--- src/rtl/e2lp_led_arbiter_pkg.sv ---
// e2lp_led_arbiter_pkg: shared constants and state encoding for the LED arbiter
// Contents: LED_WIDTH, DEFAULT_HOLD_CYCLES (board build hold time), state_t (IDLE/HOLD)
package e2lp_led_arbiter_pkg;

    localparam int LED_WIDTH = 8;
    localparam int DEFAULT_HOLD_CYCLES = 1024;

    typedef enum logic {
        IDLE = 1'b0,
        HOLD = 1'b1
    } state_t;

endpackage

--- src/rtl/e2lp_rr_picker.sv ---
// e2lp_rr_picker: combinational round-robin winner selection
// Ports: req (request vector), pointer (first index to consider),
//        valid (any request present), index (first asserted req at or after pointer, wrapping)
module e2lp_rr_picker #(
    parameter int NUM_REQ = 4
) (
    input  logic [NUM_REQ-1:0]         req,
    input  logic [$clog2(NUM_REQ)-1:0] pointer,
    output logic                       valid,
    output logic [$clog2(NUM_REQ)-1:0] index
);

    localparam int IW = $clog2(NUM_REQ);

    logic [NUM_REQ-1:0] rotated;
    logic [IW-1:0]      offset;

    // rotated[i] is the request i positions past the pointer; the lowest set bit wins
    always_comb begin
        rotated = '0;
        offset  = '0;
        for (int i = 0; i < NUM_REQ; i++)
            rotated[i] = req[(int'(pointer) + i) % NUM_REQ];
        for (int i = NUM_REQ - 1; i >= 0; i--)
            if (rotated[i])
                offset = IW'(i);
        valid = |req;
        index = IW'((int'(pointer) + int'(offset)) % NUM_REQ);
    end

endmodule

--- src/rtl/e2lp_led_arbiter.sv ---
// e2lp_led_arbiter: round-robin sharing of the 8 board LEDs with a minimum visible hold time
// Ports: system_clock, system_reset (sync, active-high);
//        req / req_leds (per-requester level request and 8-bit bitmap);
//        ack (one-cycle grant pulse), o_Leds / o_Set (LED driver data and write strobe),
//        o_owner (last granted index), busy (high during the hold window)
module e2lp_led_arbiter
    import e2lp_led_arbiter_pkg::*;
#(
    parameter int NUM_REQ     = 4,
    parameter int HOLD_CYCLES = DEFAULT_HOLD_CYCLES
) (
    input  logic                           system_clock,
    input  logic                           system_reset,
    input  logic [NUM_REQ-1:0]             req,
    input  logic [LED_WIDTH*NUM_REQ-1:0]   req_leds,
    output logic [NUM_REQ-1:0]             ack,
    output logic [LED_WIDTH-1:0]           o_Leds,
    output logic                           o_Set,
    output logic [$clog2(NUM_REQ)-1:0]     o_owner,
    output logic                           busy
);

    localparam int IW = $clog2(NUM_REQ);
    localparam int CW = (HOLD_CYCLES > 1) ? $clog2(HOLD_CYCLES) : 1;

    state_t        state;
    logic [IW-1:0] pointer;
    logic [CW-1:0] counter;
    logic          pick_valid;
    logic [IW-1:0] pick_index;
    logic          grant;

    e2lp_rr_picker #(.NUM_REQ(NUM_REQ)) picker (
        .req     (req),
        .pointer (pointer),
        .valid   (pick_valid),
        .index   (pick_index)
    );

    // The o_Set cycle is the grant cycle itself; the hold countdown starts after it,
    // giving HOLD_CYCLES+1 cycles between Set pulses under continuous requests.
    assign grant = pick_valid && (state == IDLE || (!o_Set && counter == '0));

    always_ff @(posedge system_clock) begin
        if (system_reset) begin
            state   <= IDLE;
            o_Leds  <= '0;
            o_Set   <= 1'b0;
            ack     <= '0;
            o_owner <= '0;
            busy    <= 1'b0;
            pointer <= '0;
            counter <= '0;
        end else begin
            o_Set <= 1'b0;
            ack   <= '0;
            if (grant) begin
                o_Leds  <= req_leds[pick_index*LED_WIDTH +: LED_WIDTH];
                o_Set   <= 1'b1;
                ack     <= NUM_REQ'(1) << pick_index;
                o_owner <= pick_index;
                pointer <= (pick_index == IW'(NUM_REQ - 1)) ? '0 : pick_index + 1'b1;
                counter <= CW'(HOLD_CYCLES - 1);
                busy    <= (state == HOLD);
                state   <= HOLD;
            end else if (state == HOLD) begin
                if (o_Set)
                    busy <= 1'b1;
                else if (counter == '0) begin
                    state <= IDLE;
                    busy  <= 1'b0;
                end else
                    counter <= counter - 1'b1;
            end
        end
    end

endmodule

--- config.mk ---
export PLATFORM = sky130hd
export DESIGN_NAME = e2lp_led_arbiter
export DESIGN_NICKNAME = d
export VERILOG_FILES = /design/src/rtl/e2lp_led_arbiter_pkg.sv /design/src/rtl/e2lp_rr_picker.sv /design/src/rtl/e2lp_led_arbiter.sv
export SDC_FILE = /design/constraint.sdc
export NUM_CORES = 1
export LEC_CHECK = 0
export BUFFER_PORTS_ARGS = -buffer_cell sky130_fd_sc_hd__buf_2
export CORE_MARGIN = 1
export CORE_UTILIZATION = 57
export CTS_BUF_LIST = sky130_fd_sc_hd__clkbuf_4 sky130_fd_sc_hd__clkbuf_8
export CTS_CLUSTER_SIZE = 8
export DETAILED_ROUTE_END_ITERATION = 12
export GPL_TIMING_DRIVEN = 0
export PLACE_DENSITY = 0.88
export REMOVE_ABC_BUFFERS = 1
export SETUP_SLACK_MARGIN = 0.15
export SLEW_MARGIN = 5
export SYNTH_ARGS = -nofsm -noshare
export SYNTH_HDL_FRONTEND = slang
export SYNTH_HIERARCHICAL = 1
export SYNTH_SLANG_ARGS = --single-unit
--- constraint.sdc ---
create_clock -name system_clock -period 4.3 [get_ports system_clock]
set_input_delay 0.86 -clock system_clock [delete_from_list [all_inputs] [get_ports system_clock]]
set_output_delay 0.86 -clock system_clock [all_outputs]
set_load 0.005 [all_outputs]
After elaboration in Yosys (flattened, before gate mapping) --
Cells that the tools add are included.
Word-level totals: register bits 29, output and inout bits 16
Operators by class: add/sub/neg operators 6, magnitude comparators 4, equal/unequal tests 3, shift operators 2, muxes and demuxes 29, bitwise logic cells 5, reductions and logical operators 14
Operator list (count):
- $mux 10 | 4
- $shiftx 32x6->8 | 1
- $mux 1 | 16
- $lt 3x4->1 const B | 3
- $logic_not 10->1 | 1
- $mux 2 | 5
- $sub 10x1->10 const B | 1
- $bmux 1 s2 | 4
- $reduce_or 2->1 | 4
- $add 2x1->2 const B | 2
- $add 2x2->2 const B | 2
- $reduce_or 4->1 | 1
- $shl 1x2->4 const A | 1
- $and 1x1->1 const A | 3
- $lt 2x3->1 const B | 1
- $reduce_and 3->1 | 1
- $reduce_bool 3->1 | 1
- $add 2x2->2 | 1
- $eq 2x2->1 const B | 1
- $logic_and 1x1->1 | 2
- $ne 2x1->1 const B | 1
- $ne 2x2->1 const B | 1
- $not 1->1 | 2
- $reduce_and 2->1 | 1
- 3 further kinds | 3

Longest topological paths before layout --
Gate-level depths: netlist (run 1).
word-level depth 13, gate-level depth with buffers 12, gate-level depth less buffers 10

Cells and area by module --
Netlist (run 1), hierarchy kept.
Modules (own cells, without submodules):
- e2lp_led_arbiter | instances 1, cells each 160, area each 1572.8 um^2
- e2lp_rr_picker | instances 1, cells each 27, area each 181.4 um^2

Least setup slack after synthesis (run 1) --
OpenSTA, ideal clock, no wires.
path type in2reg, start point input req[1], end point register o_Leds[3], setup time 0.132 ns, arrival time 2.740 ns, data required time 4.168 ns, setup slack 1.428 ns, cell stages on the path 11, path buffers 1, cells stage by stage or2b_1 > o22ai_1 > o21ai_0 > o221ai_1 > ha_1 > xnor2_1 > xnor2_1 > clkbuf_1 > mux4_2 > nand3_1 > a21oi_1
On the way: word-level cells in the longest chain between the ends 9
RTL lines:
- start, declared | RTL line e2lp_led_arbiter.sv:14 | input logic [NUM_REQ-1:0] req,
- $bmux 1 s2 | RTL line e2lp_rr_picker.sv:23 | rotated[i] = req[(int'(pointer) + i) % NUM_REQ];
- $mux 1 (implied by the code) (2 in series) | RTL line e2lp_rr_picker.sv:23
- $mux 2 (3 in series) | RTL line e2lp_rr_picker.sv:25 | if (rotated[i])
- $mux 2 (*) | RTL line e2lp_rr_picker.sv:25
- $add 2x2->2 (*) | RTL line e2lp_rr_picker.sv:28 | index = IW'((int'(pointer) + int'(offset)) % NUM_REQ);
- net pick_index[1] | RTL line e2lp_led_arbiter.sv:30 | logic [IW-1:0] pick_index;
- $shiftx 32x6->8 (*) | RTL line e2lp_led_arbiter.sv:58 | o_Leds <= req_leds[pick_index*LED_WIDTH +: LED_WIDTH];
- end signal, assigned | RTL line e2lp_led_arbiter.sv:58
- end, declared | RTL line e2lp_led_arbiter.sv:17 | output logic [LED_WIDTH-1:0] o_Leds,
The timed path passes the listed nets; every way through them passes the cells marked *. The select of a mux whose other input is x is not followed. A chain may end at the register's enable or synchronous reset.

Final worst setup path (run 1) --
start point input req[1], end point register o_Leds[5]
The elaborated chain is that of the path after synthesis.

==> results of run 1 <==
final cells by class:
cell class              instances  area, um2  share of cell area [%]
clock buffers                   5      37.54                   1.923
inverters                       6      22.52                   1.154
multi-input cells             134       1002                   51.35
flip-flops and latches         29      580.6                   29.74
clock inverters                 1      5.005                  0.2564
repair buffers                 53      265.3                   13.59
well taps                      31      38.79                   1.987
worst reg2reg max path: stages (launching register included):
cell and delay (ps):
dfxtp_1 550, o311ai_0 190, o21ai_0 110, o221ai_1 140, ha_1 220, xnor2_1 130, xnor2_1 980, mux4_2 420
nand3_1 90, a21oi_1 80
metrics by stage:
step	utilization [%]	instances
after CTS	69.00	259
after global placement	67.49	253
after global routing	69.00	259
final	69.00	259
after floorplan	-	169
after detailed placement	67.49	253
flip-flops by register name (all words and copies together), names as in the netlist:
name / cells
busy: 1
o_owner: 2
o_Set: 1
state: 1
ack: 4
counter: 10
o_Leds: 8
pointer: 2
per-layer routing:
layer / vias up / part of all wire [%] / global-route usage [%]
li1: 803 / - / -
met1: 756 / 42 / 30.16
met2: 80 / 48 / 39.04
met3: 10 / 8.7 / 5.215
met4: 0 / 1.7 / 10.10
met5: - / 0 / 0
how the worst min path moves through the flow:
| stage | end | cells past startpoint | from | slack [ps] |
|---|---|---|---|---|
| 6_report | o_Leds[1]$_SDFFE_PP0P_ | 2 | o_Leds[1]$_SDFFE_PP0P_ | 480 |
| 3_3_place_gp | busy$_SDFFE_PP0P_ | 2 | busy$_SDFFE_PP0P_ | 460 |
| 5_1_grt | busy$_SDFFE_PP0P_ | 2 | busy$_SDFFE_PP0P_ | 500 |
| 3_5_place_dp | o_Leds[6]$_SDFFE_PP0P_ | 2 | o_Leds[6]$_SDFFE_PP0P_ | 470 |
| 2_1_floorplan | busy$_SDFFE_PP0P_ | 2 | busy$_SDFFE_PP0P_ | 460 |
| 4_1_cts | o_Leds[1]$_SDFFE_PP0P_ | 2 | o_Leds[1]$_SDFFE_PP0P_ | 480 |
kinds of logic (layout without fill, tap and decap cells):
| group | count (synthesis) | count (layout) | synth area share, % |
|---|---|---|---|
| AOI/OAI and AO/OA | 62 | 62 | 23.32 |
| xor gates and xnor gates | 2 | 2 | 0.9988 |
| and+or+nand+nor | 58 | 58 | 19.54 |
| buffers and inverters | 24 | 65 | 9.772 |
| muxes | 9 | 9 | 11.13 |
| adders and majority gates | 3 | 3 | 2.140 |
| DFF | 29 | 29 | 33.10 |
power groups by stage:
stage	clock network, mW	registers, mW	logic (mW)
floorplan	0	0.371	0.316
global placement	0	0.372	0.421
detailed placement	0	0.374	0.435
CTS	0.146	0.369	0.436
global route	0.159	0.378	0.469
finish	0.145	0.370	0.432
cell usage in the layout (no fill, tap or decap), types with 3 or more instances in the layout:
master and instances:
nor4b_1 3, nor2b_1 3, dfxtp_1 29, buf_2 53, nor3_1 5, nand4_1 4
nor4_1 3, nand2_1 5, nor2_1 7, mux4_2 8, a21oi_1 17, clkbuf_4 5
a31oi_1 7, inv_1 6, or4_1 3, ha_1 3, o21ai_0 18, nand3_1 11
==> impl_metrics.csv, run 1 <==
group,metric,value,unit
status,status,"finished with violations",
status,violations,"DRC",
final_layout,drive_gt1_share,34.21,%
final_layout,syn_to_final_growth,11.27,%
synth,synth-seq-cells,29,
clocking,h-tree-depth,2,
synth,synth_area_leader_cell,"dfxtp_1",
worst_setup_path,worstPathArrival,3460,ps
worst_setup_path,crit_top_cell,"xnor2_1",
synth,syn_avg_cell_area,9.381,um2
worst_setup_path,worst-path-stages,11,
synth,syn_area,1754,um2
synth,synth_warnings,6,
floorplanning,die_x,57.48,um
placement,placed_cell_area,1909,um2
clocking,cts_root_buffer,"clkbuf_4",
worst_setup_path,path_cells,"buf_2 > or2b_1 > o22ai_1 > o21ai_0 > o221ai_1 > ha_1 > xnor2_1 > xnor2_1 > mux4_2 > nand3_1 > a21oi_1",
final_layout,fillers,227,
global_route,grt_util_all_layers,23.78,%
synth,yosysMostFrequentCell,"dfxtp_1",
floorplanning,start_util,62.01,%
clocking,cts_hold_buf,0,
worst_setup_path,critPathRequiredTime,4480,ps
pwr,p_seq_share,39.1,%
worst_setup_path,reg2reg_to,"o_Leds[5]$_SDFFE_PP0P_",
worst_setup_path,rr_startpoint,"pointer[0]$_SDFFE_PP0P_",
global_route,grt.overflow.total,0,
floorplanning,fp.dieH,57.48,um
worst_setup_path,crit_end,"o_Leds[5]$_SDFFE_PP0P_",
sta,drv_slew,0,
pwr,switching_share,35.16,%
synth,synth.distinct_cells,49,
synth,synth_common_cells,"dfxtp_1, o21ai_0, a21oi_1, nand3_1",
worst_setup_path,crit_path_end_kind,"flip-flop",
clocking,cts_tree,"done",
floorplanning,core.rowCount,19,
sta,fin_crit,3281,ps
sta,max_freq,0.3047,GHz
drt,ant_nets,0,
worst_setup_path,start_kind,"input pin",
sta,finClkSkew,14.14,ps
worst_setup_path,reg2regPathDepth,9,
sta,rsz0062_at_grt,"no",
drt,drt-vias-per-instance,6.367,
clocking,cts.path.max_buffers,2,
final_layout,final_area,1952,um2
placement,dp_hpwl,2662,um
sta,tns,0,ps
floorplanning,core_area,2829,um2
global_route,grt_start_max_net_pins,30,
placement,finalWeightedCongestion,0.8035,
drt,wl_per_cell,14.66,um
sta,finalCritPeriodShare,76.31,%
synth,async_flop_share,0,%
worst_setup_path,crit_family,"XOR/XNOR gates",
final_layout,nNetsFinal,270,
clocking,clk_pin_slew,80,ps
worst_setup_path,worstPathMaxFanout,14,
synth,synth_top_area_share,33.10,%
synth,yosysSeqAreaShare,33.10,%
sta,setup_viol,0,
worst_setup_path,critPathLaunch,"req[1]",
min_path,min_path_type,"flip-flop to flip-flop",
clocking,cts.sinks,29,
final_layout,antennaDiodeCount,0,
global_route,grt_pass1_wl,6106,um
sta,tightest_slew,1267,ps
sta,setup_slack,1019,ps
synth,synthTopCellsByArea,"dfxtp_1, mux4_2, o21ai_0",
pwr,p_switching,0.3327,mW
worst_setup_path,critical_path_class,"input pin to flip-flop",
clocking,cts_setup_buffers,0,
synth,synth-main-ff-cell,"dfxtp_1",
placement,portBuffers,53,
global_route,first_global_vias,1422,
drt,drt_first_pass_iters,8,
flow_run,maxCapViolations,0,
floorplanning,num_io_pins,54,
sta,hold_ws,483.1,ps
pwr,irDropWorstVdd,0.0003173,V
worst_setup_path,cp.buffers_inverters,1,
pwr,leakage,0.8051,nW
floorplanning,dieArea,3303,um2
pwr,power_density,484.8,nW/um2
worst_setup_path,cp_slowest_cell,"xnor2_1",
sta,finalHoldViolCount,0,
pwr,clkPwrFrac,15.3,%
clocking,cts-resized-gates,0,
placement,place_ws,668.5,ps
pwr,power,0.9463,mW
drt,wl,3797,um
sta,relSlewSlack,14.95,%
clocking,cts_buffers,5,
drt,remaining_drc_errors,1,
worst_setup_path,ff2ff_setup_slack,1240,ps
drt,vias,1649,
synth,synth_cells,187,
clocking,clock_latency,320,ps
drt,drt_iter0_markers,46,
global_route,grt_antenna_before_repair,0,
worst_setup_path,critPathMaxStageDelay,980,ps
synth,synth-edff-count,0,
pwr,p_comb_share,45.6,%
pwr,p_int,0.6136,mW
Power figures use the tool's default switching activity.
==> run 2: changes to the inputs <==
--- a/config.mk
+++ b/config.mk
@@ -7,12 +7,12 @@
 export LEC_CHECK = 0
 export BUFFER_PORTS_ARGS = -buffer_cell sky130_fd_sc_hd__buf_2
 export CORE_MARGIN = 1
-export CORE_UTILIZATION = 57
+export CORE_UTILIZATION = 53
 export CTS_BUF_LIST = sky130_fd_sc_hd__clkbuf_4 sky130_fd_sc_hd__clkbuf_8
 export CTS_CLUSTER_SIZE = 8
 export DETAILED_ROUTE_END_ITERATION = 12
 export GPL_TIMING_DRIVEN = 0
-export PLACE_DENSITY = 0.88
+export PLACE_DENSITY = 0.82
 export REMOVE_ABC_BUFFERS = 1
 export SETUP_SLACK_MARGIN = 0.15
 export SLEW_MARGIN = 5
==> constraint.sdc (replaced) <==
create_clock -name system_clock -period 3.11 [get_ports system_clock]
set_input_delay 0.622 -clock system_clock [delete_from_list [all_inputs] [get_ports system_clock]]
set_output_delay 0.622 -clock system_clock [all_outputs]
set_load 0.005 [all_outputs]
==> run 2 against run 1 <==
Compared with the run above: the flow now finishes without violations; worst hold slack lost 3.6 ps; power rose by 42%; setup slack worse by 630 ps; die area is 7.3% higher; flip-flop and latch count is the same; sequential share of layout area down 0.54 points; clock power grew 59%; clock skew fell by 9.1 ps; global-route usage increased by 0.082 points; first-iteration DRC count is 130% higher; cell area grew 1.9%; critical path depth down 5; critical path type is now flip-flop to flip-flop; largest cell class unchanged.
==> impl_metrics.csv, run 2 (synthesized netlist as in run 1, its figures left out) <==
group,metric,value,unit
status,status,"finished clean",
clocking,clk_pin_slew,90,ps
worst_setup_path,critPathRequiredTime,3350,ps
floorplanning,die_x,59.53,um
final_layout,layout_commonest_cell,"buf_2",
sta,relSlewSlack,44.70,%
pwr,power_density,676.1,nW/um2
worst_setup_path,worstPathArrival,2960,ps
global_route,grt_util_all_layers,23.86,%
clocking,h-tree-depth,2,
worst_setup_path,worstPathMaxFanout,14,
drt,drt_first_pass_iters,4,
worst_setup_path,critical_path_class,"flip-flop to flip-flop",
floorplanning,fp.dieH,59.53,um
drt,wl_per_cell,14.58,um
clocking,cts_hold_buf,0,
global_route,first_global_vias,1435,
floorplanning,dieArea,3544,um2
drt,vias,1653,
final_layout,mostFrequentLayoutCells,"buf_2, dfxtp_1, o21ai_0",
min_path,min_path_type,"flip-flop to flip-flop",
placement,place_ws,-286.8,ps
sta,tns,0,ps
global_route,grt.met3_usage,5.677,%
global_route,grt.overflow.total,0,
clocking,cts.path.max_buffers,2,
final_layout,largest_reg_flops,10,
drt,wl,3995,um
floorplanning,core_area,3103,um2
final_layout,antennaDiodeCount,0,
pwr,power,1.344,mW
final_layout,nNetsFinal,270,
global_route,grt_pass1_wl,6341,um
drt,drt-vias-per-instance,6.033,
sta,setup_viol,0,
floorplanning,start_util,56.53,%
clocking,cts_buffers,5,
worst_setup_path,start_kind,"flip-flop",
drt,remaining_drc_errors,0,
placement,portBuffers,53,
sta,finalHoldViolCount,0,
pwr,irDropWorstVdd,0.0003911,V
sta,hold_ws,479.5,ps
sta,tightest_slew,826.7,ps
global_route,grt_antenna_before_repair,0,
final_layout,syn_to_final_growth,13.34,%
global_route,met1_usage,31.68,%
final_layout,regMostFlops,"counter",
global_route,met2_usage,37.88,%
drt,drt_iter0_markers,104,
global_route,grt_start_max_net_pins,30,
clocking,cts_root_buffer,"clkbuf_4",
worst_setup_path,crit_path_end_kind,"flip-flop",
placement,finalWeightedCongestion,0.8543,
floorplanning,core.rowCount,20,
final_layout,fin_cells,274,
clocking,cts.sinks,29,
final_layout,drive_gt1_share,35.22,%
sta,max_freq,0.3676,GHz
placement,dp.cells,266,
pwr,leakage,0.8208,nW
sta,rsz0062_at_grt,"no",
sta,setup_slack,389.4,ps
floorplanning,num_io_pins,54,
sta,drv_slew,0,
clocking,cts_tree,"done",
sta,finalCritPeriodShare,87.48,%
flow_run,maxCapViolations,0,
placement,dp_hpwl,2731,um
clocking,clock_latency,330,ps
sta,fin_crit,2721,ps
clocking,cts_setup_buffers,0,
drt,ant_nets,0,
final_layout,top_regs,"counter (10), o_Leds (8), ack (4)",
global_route,gr-max-usage-layer,"met2",
sta,finClkSkew,5.023,ps
==> run 2: cell types whose count changed in the layout (fill, tap and decap cells not counted) <==
cell      before  now
clkbuf_4       5    6
clkinv_2       1    2
xnor2_1        2    1
xnor2_2        0    1
==> run 2: repair_timing <==
item | 4_1_cts | 5_1_grt
setup endpoints to repair | 9 | 0
hold endpoints to repair | 0 | 0
gates resized for setup | 1 | 0
==> run 2: where the power goes <==
group | total, mW | switching [mW] | leakage (nW) | internal, mW
Sequential | 0.508 | 0.0596 | 0.240 | 0.449
Clock | 0.230 | 0.135 | 0.0354 | 0.0946
Combinational | 0.606 | 0.283 | 0.545 | 0.324
Total | 1.34 | 0.477 | 0.821 | 0.867
==> run 2: final timing paths <==
kind              cells past startpoint                    start                 endpoint  slack [ps]
setup / recovery                      6  counter[0]$_SDFFE_PP0P_        ack[2]$_SDFF_PP0_         390
hold / removal                        2  o_owner[0]$_SDFFE_PP0P_  o_owner[0]$_SDFFE_PP0P_         480
setup reg to reg                      6  counter[0]$_SDFFE_PP0P_        ack[2]$_SDFF_PP0_         390
hold reg to reg                       2  o_owner[0]$_SDFFE_PP0P_  o_owner[0]$_SDFFE_PP0P_         480
==> run 2: cell type report <==
class                           instances  area [um2]
Fill cell                             283        1115
Timing Repair Buffer                   53       265.3
Tap cell                               44       55.05
Inverter                                6       22.52
Clock inverter                          2       10.01
Clock buffer                            6       45.04
Multi-Input combinational cell        134        1010
Sequential cell                        29       580.6
==> run 2: worst max-delay path, cell delays in order, from the launching register on <==
cell     delay (ps)
dfxtp_1         350
inv_1            70
ha_1            210
or3b_2          570
o41ai_4         700
nand2_1         390
nor4b_1         320
==> run 2: layer usage <==
metal	vias to the layer above	routed length, um
li1	805	-
met1	798	1818
met2	45	1945
met3	5	185
met4	0	44
met5	-	0
==> run 2: per-stage QoR <==
step	cell area (um2)	utilization [%]
final	1988	64.07
after floorplan	1605	-
after global placement	1926	62.06
after CTS	1988	64.07
after detailed placement	1926	62.06
after global routing	1988	64.07
